==> src/rtl/blueman_pkg.sv <==
// Shared definitions for the blueman game: game-state codes, directions,
// mover FSM states and default screen geometry.
package blueman_pkg;

  localparam logic [1:0] GS_START   = 2'b00;
  localparam logic [1:0] GS_PLAYING = 2'b01;
  localparam logic [1:0] GS_OVER    = 2'b10;

  typedef enum logic [1:0] {
    UP    = 2'd0,
    DOWN  = 2'd1,
    LEFT  = 2'd2,
    RIGHT = 2'd3
  } dir_t;

  typedef enum logic [1:0] {
    MV_IDLE,
    MV_HOP,
    MV_COOLDOWN
  } mover_state_t;

  localparam int DEF_SCREEN_W = 640;
  localparam int DEF_SCREEN_H = 480;
  localparam int DEF_PLAYER_W = 16;
  localparam int DEF_PLAYER_H = 16;

  // Simultaneous presses resolve as up > down > left > right.
  function automatic dir_t pick_dir(input logic [3:0] edges);
    if (edges[3])      return UP;
    else if (edges[2]) return DOWN;
    else if (edges[1]) return LEFT;
    else               return RIGHT;
  endfunction

endpackage

==> src/rtl/btn_edge_detect.sv <==
// Registered rising-edge detector; a level held high yields a single pulse.
module btn_edge_detect #(
  parameter int WIDTH = 4
) (
  input  logic             clk,
  input  logic             reset,
  input  logic [WIDTH-1:0] din,
  output logic [WIDTH-1:0] rise
);

  logic [WIDTH-1:0] din_prev;

  always_ff @(posedge clk or posedge reset) begin
    if (reset) begin
      din_prev <= '0;
      rise     <= '0;
    end else begin
      din_prev <= din;
      rise     <= din & ~din_prev;
    end
  end

endmodule

==> src/rtl/player_mover.sv <==
// Owns the player position: turns button edges into animated tile hops,
// clamped to the screen, gated by game state, and tracks forward progress.
module player_mover
  import blueman_pkg::*;
#(
  parameter int SCREEN_W        = DEF_SCREEN_W,
  parameter int SCREEN_H        = DEF_SCREEN_H,
  parameter int PLAYER_W        = DEF_PLAYER_W,
  parameter int PLAYER_H        = DEF_PLAYER_H,
  parameter int TILE            = 32,
  parameter int HOP_FRAMES      = 4,
  parameter int COOLDOWN_FRAMES = 2,
  parameter int SPAWN_X         = 312,
  parameter int SPAWN_Y         = 448
) (
  input  logic       clk,
  input  logic       reset,
  input  logic       frame_tick,
  input  logic [1:0] game_state,
  input  logic [3:0] btn,
  output logic [9:0] player_x,
  output logic [8:0] player_y,
  output logic       moving,
  output logic       hop_done,
  output logic [1:0] facing,
  output logic [7:0] score
);

  localparam logic [9:0] TILE_X  = 10'(TILE);
  localparam logic [8:0] TILE_Y  = 9'(TILE);
  localparam logic [9:0] STEP_X  = 10'(TILE / HOP_FRAMES);
  localparam logic [8:0] STEP_Y  = 9'(TILE / HOP_FRAMES);
  localparam logic [9:0] X_HI    = 10'(SCREEN_W - PLAYER_W - TILE);
  localparam logic [8:0] Y_HI    = 9'(SCREEN_H - PLAYER_H - TILE);
  localparam logic [9:0] SPAWN_XV = 10'(SPAWN_X);
  localparam logic [8:0] SPAWN_YV = 9'(SPAWN_Y);
  localparam logic [7:0] HOP_LAST = 8'(HOP_FRAMES - 1);
  localparam logic [7:0] CD_LAST  = 8'((COOLDOWN_FRAMES == 0) ? 0 : COOLDOWN_FRAMES - 1);

  logic [3:0]   btn_edge;
  mover_state_t state;
  dir_t         dir;
  dir_t         sel_dir;
  logic [9:0]   target_x, next_x;
  logic [8:0]   target_y, next_y;
  logic         in_bounds;
  logic [8:0]   best_y;
  logic [7:0]   frame_cnt;

  btn_edge_detect #(.WIDTH(4)) u_edge (
    .clk   (clk),
    .reset (reset),
    .din   (btn),
    .rise  (btn_edge)
  );

  // Position is always on-screen, so one-sided checks suffice per direction.
  always_comb begin
    sel_dir   = pick_dir(btn_edge);
    next_x    = player_x;
    next_y    = player_y;
    in_bounds = 1'b0;
    unique case (sel_dir)
      UP:    begin next_y = player_y - TILE_Y; in_bounds = (player_y >= TILE_Y); end
      DOWN:  begin next_y = player_y + TILE_Y; in_bounds = (player_y <= Y_HI);   end
      LEFT:  begin next_x = player_x - TILE_X; in_bounds = (player_x >= TILE_X); end
      RIGHT: begin next_x = player_x + TILE_X; in_bounds = (player_x <= X_HI);   end
      default: ;
    endcase
  end

  always_ff @(posedge clk or posedge reset) begin
    if (reset) begin
      player_x  <= SPAWN_XV;
      player_y  <= SPAWN_YV;
      state     <= MV_IDLE;
      dir       <= UP;
      target_x  <= SPAWN_XV;
      target_y  <= SPAWN_YV;
      moving    <= 1'b0;
      hop_done  <= 1'b0;
      facing    <= 2'd0;
      score     <= 8'd0;
      best_y    <= SPAWN_YV;
      frame_cnt <= 8'd0;
    end else begin
      hop_done <= 1'b0;
      if (game_state == GS_START) begin
        player_x  <= SPAWN_XV;
        player_y  <= SPAWN_YV;
        state     <= MV_IDLE;
        moving    <= 1'b0;
        score     <= 8'd0;
        best_y    <= SPAWN_YV;
        frame_cnt <= 8'd0;
      end else if (game_state != GS_PLAYING) begin
        // OVER (and the illegal code) abandon any hop where it stands.
        state     <= MV_IDLE;
        moving    <= 1'b0;
        frame_cnt <= 8'd0;
      end else begin
        unique case (state)
          MV_IDLE: begin
            if (|btn_edge) begin
              facing <= sel_dir;
              if (in_bounds) begin
                dir       <= sel_dir;
                target_x  <= next_x;
                target_y  <= next_y;
                frame_cnt <= 8'd0;
                moving    <= 1'b1;
                state     <= MV_HOP;
              end
            end
          end
          MV_HOP: begin
            if (frame_tick) begin
              if (frame_cnt == HOP_LAST) begin
                player_x  <= target_x;
                player_y  <= target_y;
                hop_done  <= 1'b1;
                moving    <= 1'b0;
                frame_cnt <= 8'd0;
                state     <= (COOLDOWN_FRAMES == 0) ? MV_IDLE : MV_COOLDOWN;
                if (dir == UP && target_y < best_y) begin
                  best_y <= target_y;
                  if (score != 8'hFF) score <= score + 8'd1;
                end
              end else begin
                frame_cnt <= frame_cnt + 8'd1;
                unique case (dir)
                  UP:    player_y <= player_y - STEP_Y;
                  DOWN:  player_y <= player_y + STEP_Y;
                  LEFT:  player_x <= player_x - STEP_X;
                  RIGHT: player_x <= player_x + STEP_X;
                  default: ;
                endcase
              end
            end
          end
          MV_COOLDOWN: begin
            if (frame_tick) begin
              if (frame_cnt == CD_LAST) begin
                frame_cnt <= 8'd0;
                state     <= MV_IDLE;
              end else begin
                frame_cnt <= frame_cnt + 8'd1;
              end
            end
          end
          default: state <= MV_IDLE;
        endcase
      end
    end
  end

endmodule

==> config.mk <==
export PLATFORM = sky130hd
export DESIGN_NAME = player_mover
export DESIGN_NICKNAME = d
export VERILOG_FILES = /design/src/rtl/blueman_pkg.sv /design/src/rtl/btn_edge_detect.sv /design/src/rtl/player_mover.sv
export SDC_FILE = /design/constraint.sdc
export NUM_CORES = 1
export LEC_CHECK = 0
export CAP_MARGIN = 20
export CORE_ASPECT_RATIO = 0.75
export CORE_MARGIN = 8
export CORE_UTILIZATION = 58
export CTS_CLUSTER_DIAMETER = 40
export DETAILED_ROUTE_END_ITERATION = 8
export PLACE_DENSITY = 0.8
export SYNTH_ARGS = -nofsm -noshare
export SYNTH_HDL_FRONTEND = slang
export SYNTH_SLANG_ARGS = --single-unit
==> constraint.sdc <==
create_clock -name clk -period 3 [get_ports clk]
set_clock_uncertainty 0.15 [all_clocks]
set_input_delay 0.6 -clock clk [delete_from_list [all_inputs] [get_ports clk]]
set_output_delay 0.6 -clock clk [all_outputs]
set_load 0.02 [all_outputs]
After elaboration in Yosys (flattened, before gate mapping):

Index checks and enable logic that the tools add are counted.

* output and inout bits: 31
* bits in registers: 79

* add/subtract/negate cells: 10
* equality and inequality tests: 19
* reduce and logical (&&, ||, !) cells: 24
* order comparisons: 5
* multiplexer cells: 61
* bitwise logic cells: 4

Operators with widths (count)
* 8-bit two-way mux: 15
* 9-bit two-way mux: 11
* 10-bit two-way mux: 5
* 10-bit case mux with 2 select lines: 2
* 9-bit case mux with 2 select lines: 2
* 4-bit inequality test, second input constant: 6
* 8-bit case mux with 3 select lines: 1
* 2-bit two-way mux: 10
* 5-bit AND reduction: 4
* 8-bit by 1-bit adder with 8-bit output, second input constant: 2
* 1-bit two-way mux: 12
* 4-bit AND reduction: 3
* 6-bit AND reduction: 2
* 4-bit nonzero test: 3
* 10-bit by 4-bit adder with 10-bit output, second input constant: 1
* 10-bit by 6-bit adder with 10-bit output, second input constant: 1
* 2-bit == test, second input constant: 5
* 10-bit by 6-bit greater-or-equal comparator with 1-bit output, second input constant: 1
* 10-bit <= comparator, second input constant: 1
* 2-bit nonzero test: 5
* 10-bit by 4-bit subtractor with 10-bit output, second input constant: 1
* 10-bit by 6-bit subtractor with 10-bit output, second input constant: 1
* 9-bit by 4-bit adder with 9-bit output, second input constant: 1
* 9-bit by 6-bit adder with 9-bit output, second input constant: 1
* 21 further kinds: 27

Depth between registers and ports, before layout:

* word-level depth: 10
* gate-level depth with buffers: 9
* mapped depth without buffers: 8

By module:

A second synthesis with hierarchy kept.

* cell total of the unflattened synthesis: 510
* area total of the unflattened synthesis: 4833.4 µm²

Modules (own cells, without submodules)
* player_mover: area each 4574.4 µm², cells each 497, times used 1
* btn_edge_detect: area each 259.0 µm², cells each 13, times used 1

Least setup slack after synthesis:

OpenSTA, ideal clock, no wires.

* path kind: register to register
* start: register dir[1]
* end: register player_x[9]
* stages on the path, launching flop included: 9
* data required time: 2.729 ns
* data arrival time: 2.062 ns
* buffers on the path: 0
* slack: 0.667 ns
* library setup time: 0.121 ns
* path through: dfrtp_1 nand2_1 fa_1 a21o_1 a311o_1 a21oi_1 xnor2_1 o21ai_0 a22o_1

* word-level cells in the longest chain between the ends: 7
* elaborated cells between the ends (all ways): 10

Ends and longest elaborated chain
* start, declared: line player_mover.sv:42 `dir_t dir;`
* start signal, assigned: line player_mover.sv:107 `dir <= sel_dir;`
* 2-bit == test: line player_mover.sv:131 `unique case (dir)`
* 10-bit case mux with 2 select lines: line player_mover.sv:131
* 10-bit two-way mux: line player_mover.sv:118 `if (frame_cnt == HOP_LAST) begin`
* 10-bit two-way mux: line player_mover.sv:117 `if (frame_tick) begin`
* 10-bit two-way mux: line player_mover.sv:102 `unique case (state)`
* 10-bit two-way mux: line player_mover.sv:96 `end else if (game_state != GS_PLAYING) begin`
* 10-bit two-way mux: line player_mover.sv:88 `if (game_state == GS_START) begin`
* end signal, assigned: line player_mover.sv:119 `player_x <= target_x;`
* end signal, assigned: line player_mover.sv:134 `LEFT: player_x <= player_x - STEP_X;`
* end signal, assigned: line player_mover.sv:135 `RIGHT: player_x <= player_x + STEP_X;`
* end, declared: line player_mover.sv:21 `output logic [9:0] player_x,`

Parallel ways exist; a longest one is shown, timed or not. The select of a mux whose other input is x is not followed.
A chain may end at the register's enable or synchronous reset.

Final worst setup path:

* start: register player_y[6]
* end: register frame_cnt[4]

* word-level cells in the longest chain between the ends: 4
* elaborated cells between the ends (all ways): 5

Ends and longest elaborated chain
* start, declared: line player_mover.sv:22 `output logic [8:0] player_y,`
* start signal, assigned: line player_mover.sv:120 `player_y <= target_y;`
* start signal, assigned: line player_mover.sv:132 `UP: player_y <= player_y - STEP_Y;`
* start signal, assigned: line player_mover.sv:133 `DOWN: player_y <= player_y + STEP_Y;`
* 9-bit <= comparator or 9-bit by 6-bit greater-or-equal comparator with 1-bit output (tied branches): line player_mover.sv:65, player_mover.sv:64
* 1-bit case mux with 4 select lines (*): line player_mover.sv:63 `unique case (sel_dir)`
* 4-bit inequality test (no source line) (*)
* 5-bit AND reduction (no source line) (*)
* end signal, assigned: line player_mover.sv:130 `frame_cnt <= frame_cnt + 8'd1;`
* end signal, assigned: line player_mover.sv:147 `frame_cnt <= frame_cnt + 8'd1;`
* end, declared: line player_mover.sv:48 `logic [7:0] frame_cnt;`

Mark *: on every way between the ends. The rest lies on a longest branch, timed or not.

==> run metrics <==
outcome=finished clean; clock sink count=79; critical path required time=3.13 ns; pwr/cell area=822 nW/um^2; Post-Syn Area=4720 um^2; setup bufs post-CTS=0; CTS clock-pin slew for the worst setup and hold paths=0.09 ns; Mapped Nets=521; Yosys cell types=69; Port Buffers=39; post-route ant nets=0; initial antenna violation count=0; max-cap violation count=0; core area=7880 um^2; routability cong.=0.828; Die Ht=94.2 um; WL/cell=17.4 um; cell-by-cell listing of the critical path=inv_1, ha_1, a21oi_1, a211o_1, a2111o_1, nand3_1, or4_1, o211ai_1; YS warnings=0; drt total wl=11000 um; final instance area=5420 um^2; FF-to-FF Start=player_y[6]$_DFFE_PP1P_; crit path from=player_y[6]$_DFFE_PP1P_; Final #Nets=558; TNS Setup=0 ns; drt via density=5.97; hold_sp=u_edge.din_prev[0]$_DFF_PP0_; n_diodes=0; Seq/Total Area, Yosys=0.423; ys flop type=dfrtp_1; Switch Pwr=1.77 mW; Int Pwr=2.69 mW; synthesized instance count=482; Post-CTS Resized=0; Final Hold Viols=0; # IOs=40; Period minus WS final=2.76 ns; Post-synth EDFFs=0; Post-route DRC=0; fin crit share=0.921; VDD IR-drop max=0.766 mV; Area Overhead vs Synth=14.8%; WHS Path Cells=1; max-slew violations=0; fillcell total=593; vias=3753; GRT Util Overall=0.203; switching part of the total=0.396; Syn Area/Cell=9.80 um^2; Iter 0 DRT Violations=260; Max FO, Critical Path=11; Reg power frac=0.371; RSZ-0062 raised after global routing=no; worst-skew pair later-pin latency=0.36 ns; R2R depth=8; Critical Path AT=2.89 ns; initial core utilization=0.599; Root Buffer=clkbuf_8; largest stage delay on the critical path=0.65 ns; Pleak=2.38 nW; Slew HR=0.541; Max Clock Freq=0.362 GHz; DR pass1 iterations=4; ys async rst share=1.00; TritonCTS clock tree=built; cts hold-fix bufs=0; startpoint types=register; share of cells above drive strength 1=0.151; CP endpoint kind=register; FP Rows=28; Finish-stage setup viols=0; CTS buffer count=9; critical path class=register to register; clock network power share=0.190; H-tree depth=3; clock buffer depth=2; Die ar.=11300 um^2; worst slew pin tran=0.681 ns; first-pass GRT wire length=18700 um; power share of the combinational group=0.438; Max stage delay cell, worst path=dfstp_2; GRT overflow=0; Die W=120 um; Final HPWL DP=7770 um; vias in the first global route=3779; pin count of the biggest net entering global routing=80; Placed Area=5210 um^2; #FFs+latches synth=79; worst min-delay path class=register to register
==> final cells by class <==
| type | count | area [um^2] | share of cell area |
|---|---|---|---|
| clock buffer | 10 | 138 | 0.0254 |
| inverter | 23 | 86.3 | 0.0159 |
| sequential | 79 | 2000 | 0.368 |
| timing repair buffer | 51 | 505 | 0.0932 |
| tap | 105 | 131 | 0.0242 |
| clock inverter | 6 | 75.1 | 0.0138 |
| multi-input combinational | 355 | 2490 | 0.459 |
==> power by group through the flow <==
stage	Sequential (mW)	Combinational, mW	Clock (mW)
2_1_floorplan	1.64	1.39	0
6_report	1.66	1.95	0.848
3_3_place_gp	1.65	1.86	0
4_1_cts	1.65	1.95	0.863
5_1_grt	1.69	2.18	0.914
3_5_place_dp	1.66	1.93	0
==> cells in the mapped netlist (2+ instances only) <==
| master | count | share of area |
|---|---|---|
| o22a_1 | 2 | 0.0037 |
| a21o_1 | 6 | 0.0095 |
| nand4_1 | 4 | 0.0053 |
| o211ai_1 | 6 | 0.0095 |
| a22o_1 | 6 | 0.011 |
| nor3b_1 | 2 | 0.0032 |
| o2111a_1 | 2 | 0.0048 |
| a2111oi_0 | 2 | 0.0037 |
| ha_1 | 28 | 0.074 |
| nor4_1 | 5 | 0.0066 |
| buf_2 | 6 | 0.0064 |
| a211oi_1 | 3 | 0.0048 |
| a22oi_1 | 2 | 0.0032 |
| xor2_1 | 7 | 0.013 |
| a21oi_1 | 41 | 0.043 |
| or4_1 | 2 | 0.0032 |
| a2111o_1 | 2 | 0.0048 |
| nand2b_1 | 5 | 0.0066 |
| dfrtp_1 | 62 | 0.33 |
| nand3_1 | 10 | 0.011 |
| mux2_2 | 17 | 0.041 |
| o31ai_2 | 2 | 0.0053 |
| buf_4 | 13 | 0.021 |
| inv_1 | 23 | 0.018 |
| fa_1 | 2 | 0.0085 |
| o21ai_0 | 27 | 0.029 |
| xnor2_1 | 11 | 0.020 |
| nor2b_1 | 9 | 0.012 |
| or2_2 | 2 | 0.0026 |
| mux2i_1 | 9 | 0.019 |
| nand2_1 | 54 | 0.043 |
| clkbuf_1 | 6 | 0.0048 |
| or3_1 | 5 | 0.0066 |
| o31ai_1 | 2 | 0.0032 |
| o21ai_1 | 4 | 0.0042 |
| and3_1 | 8 | 0.011 |
| mux2_1 | 2 | 0.0048 |
| o21bai_1 | 2 | 0.0032 |
| and2_1 | 4 | 0.0053 |
| a31oi_1 | 2 | 0.0026 |
| dfstp_2 | 17 | 0.095 |
| nor3_1 | 5 | 0.0053 |
| nor2_1 | 27 | 0.021 |
==> worst max-delay path: cells and delay by family, from the launching register on <==
family | cells | cell delay (ns)
flip-flops | 1 | 0.65
buffers and inverters | 1 | 0.11
AND/OR/NAND/NOR | 2 | 0.90
AO/OA/AOI/OAI | 4 | 0.67
adder cells (fa/ha/maj) | 1 | 0.19
==> path summary, 6_finish.rpt <==
check                                                 to  slack [ns]
worst max-delay path            frame_cnt[4]$_DFFE_PP0P_        0.24
worst min-delay path            u_edge.rise[0]$_DFF_PP0_        0.25
worst max register to register  frame_cnt[4]$_DFFE_PP0P_        0.24
worst min register to register  u_edge.rise[0]$_DFF_PP0_        0.25
max in group asynchronous        target_x[8]$_DFFE_PP1P_        1.83
min in group asynchronous        player_y[4]$_DFFE_PP0P_        0.51
==> metrics by stage <==
stage | hold slack, ns | power, mW | instances | util | worst slack [ns]
after floorplan | 0.228 | 3.04 | 482 | - | 0.255
after global routing | 0.268 | 4.79 | 629 | 0.688 | 0.104
final | 0.251 | 4.46 | 629 | 0.688 | 0.237
after detailed placement | 0.234 | 3.59 | 613 | 0.661 | 0.217
after global placement | 0.232 | 3.51 | 613 | 0.661 | 0.268
after CTS | 0.251 | 4.46 | 629 | 0.688 | 0.252
==> flip-flops by register name (all words and copies together), names as in the netlist <==
signal	flops
player_x	10
target_x	10
best_y	9
player_y	9
target_y	9
frame_cnt	8
score	8
u_edge.din_prev	4
u_edge.rise	4
dir	2
facing	2
state	2
hop_done	1
moving	1
==> layer usage <==
layer | share of wire | global-route usage | vias to the layer above
li1 | - | - | 1801
met1 | 0.46 | 0.266 | 1842
met2 | 0.48 | 0.324 | 98
met3 | 0.053 | 0.0601 | 12
met4 | 0.013 | 0.0508 | 0
met5 | 0 | 0 | -
==> kinds of logic after synthesis <==
kind of cell | synth area share
muxes | 0.0644
AOI/OAI and AO/OA | 0.181
buffers and inverters | 0.0501
adders and majority gates | 0.0827
and+or+nand+nor | 0.166
DFF | 0.423
xor gates and xnor gates | 0.0334
==> layout by cell type, fill, tap and decap left out, types with 11 or more instances in the layout <==
master           count
o21ai_0             27
nand2_1             54
nor2_1              27
dfstp_2             17
a21oi_1             41
mux2_2              17
xnor2_1             11
clkdlybuf4s50_1     39
inv_1               22
ha_1                28
dfrtp_1             62
(Power assumes the default switching activity.)
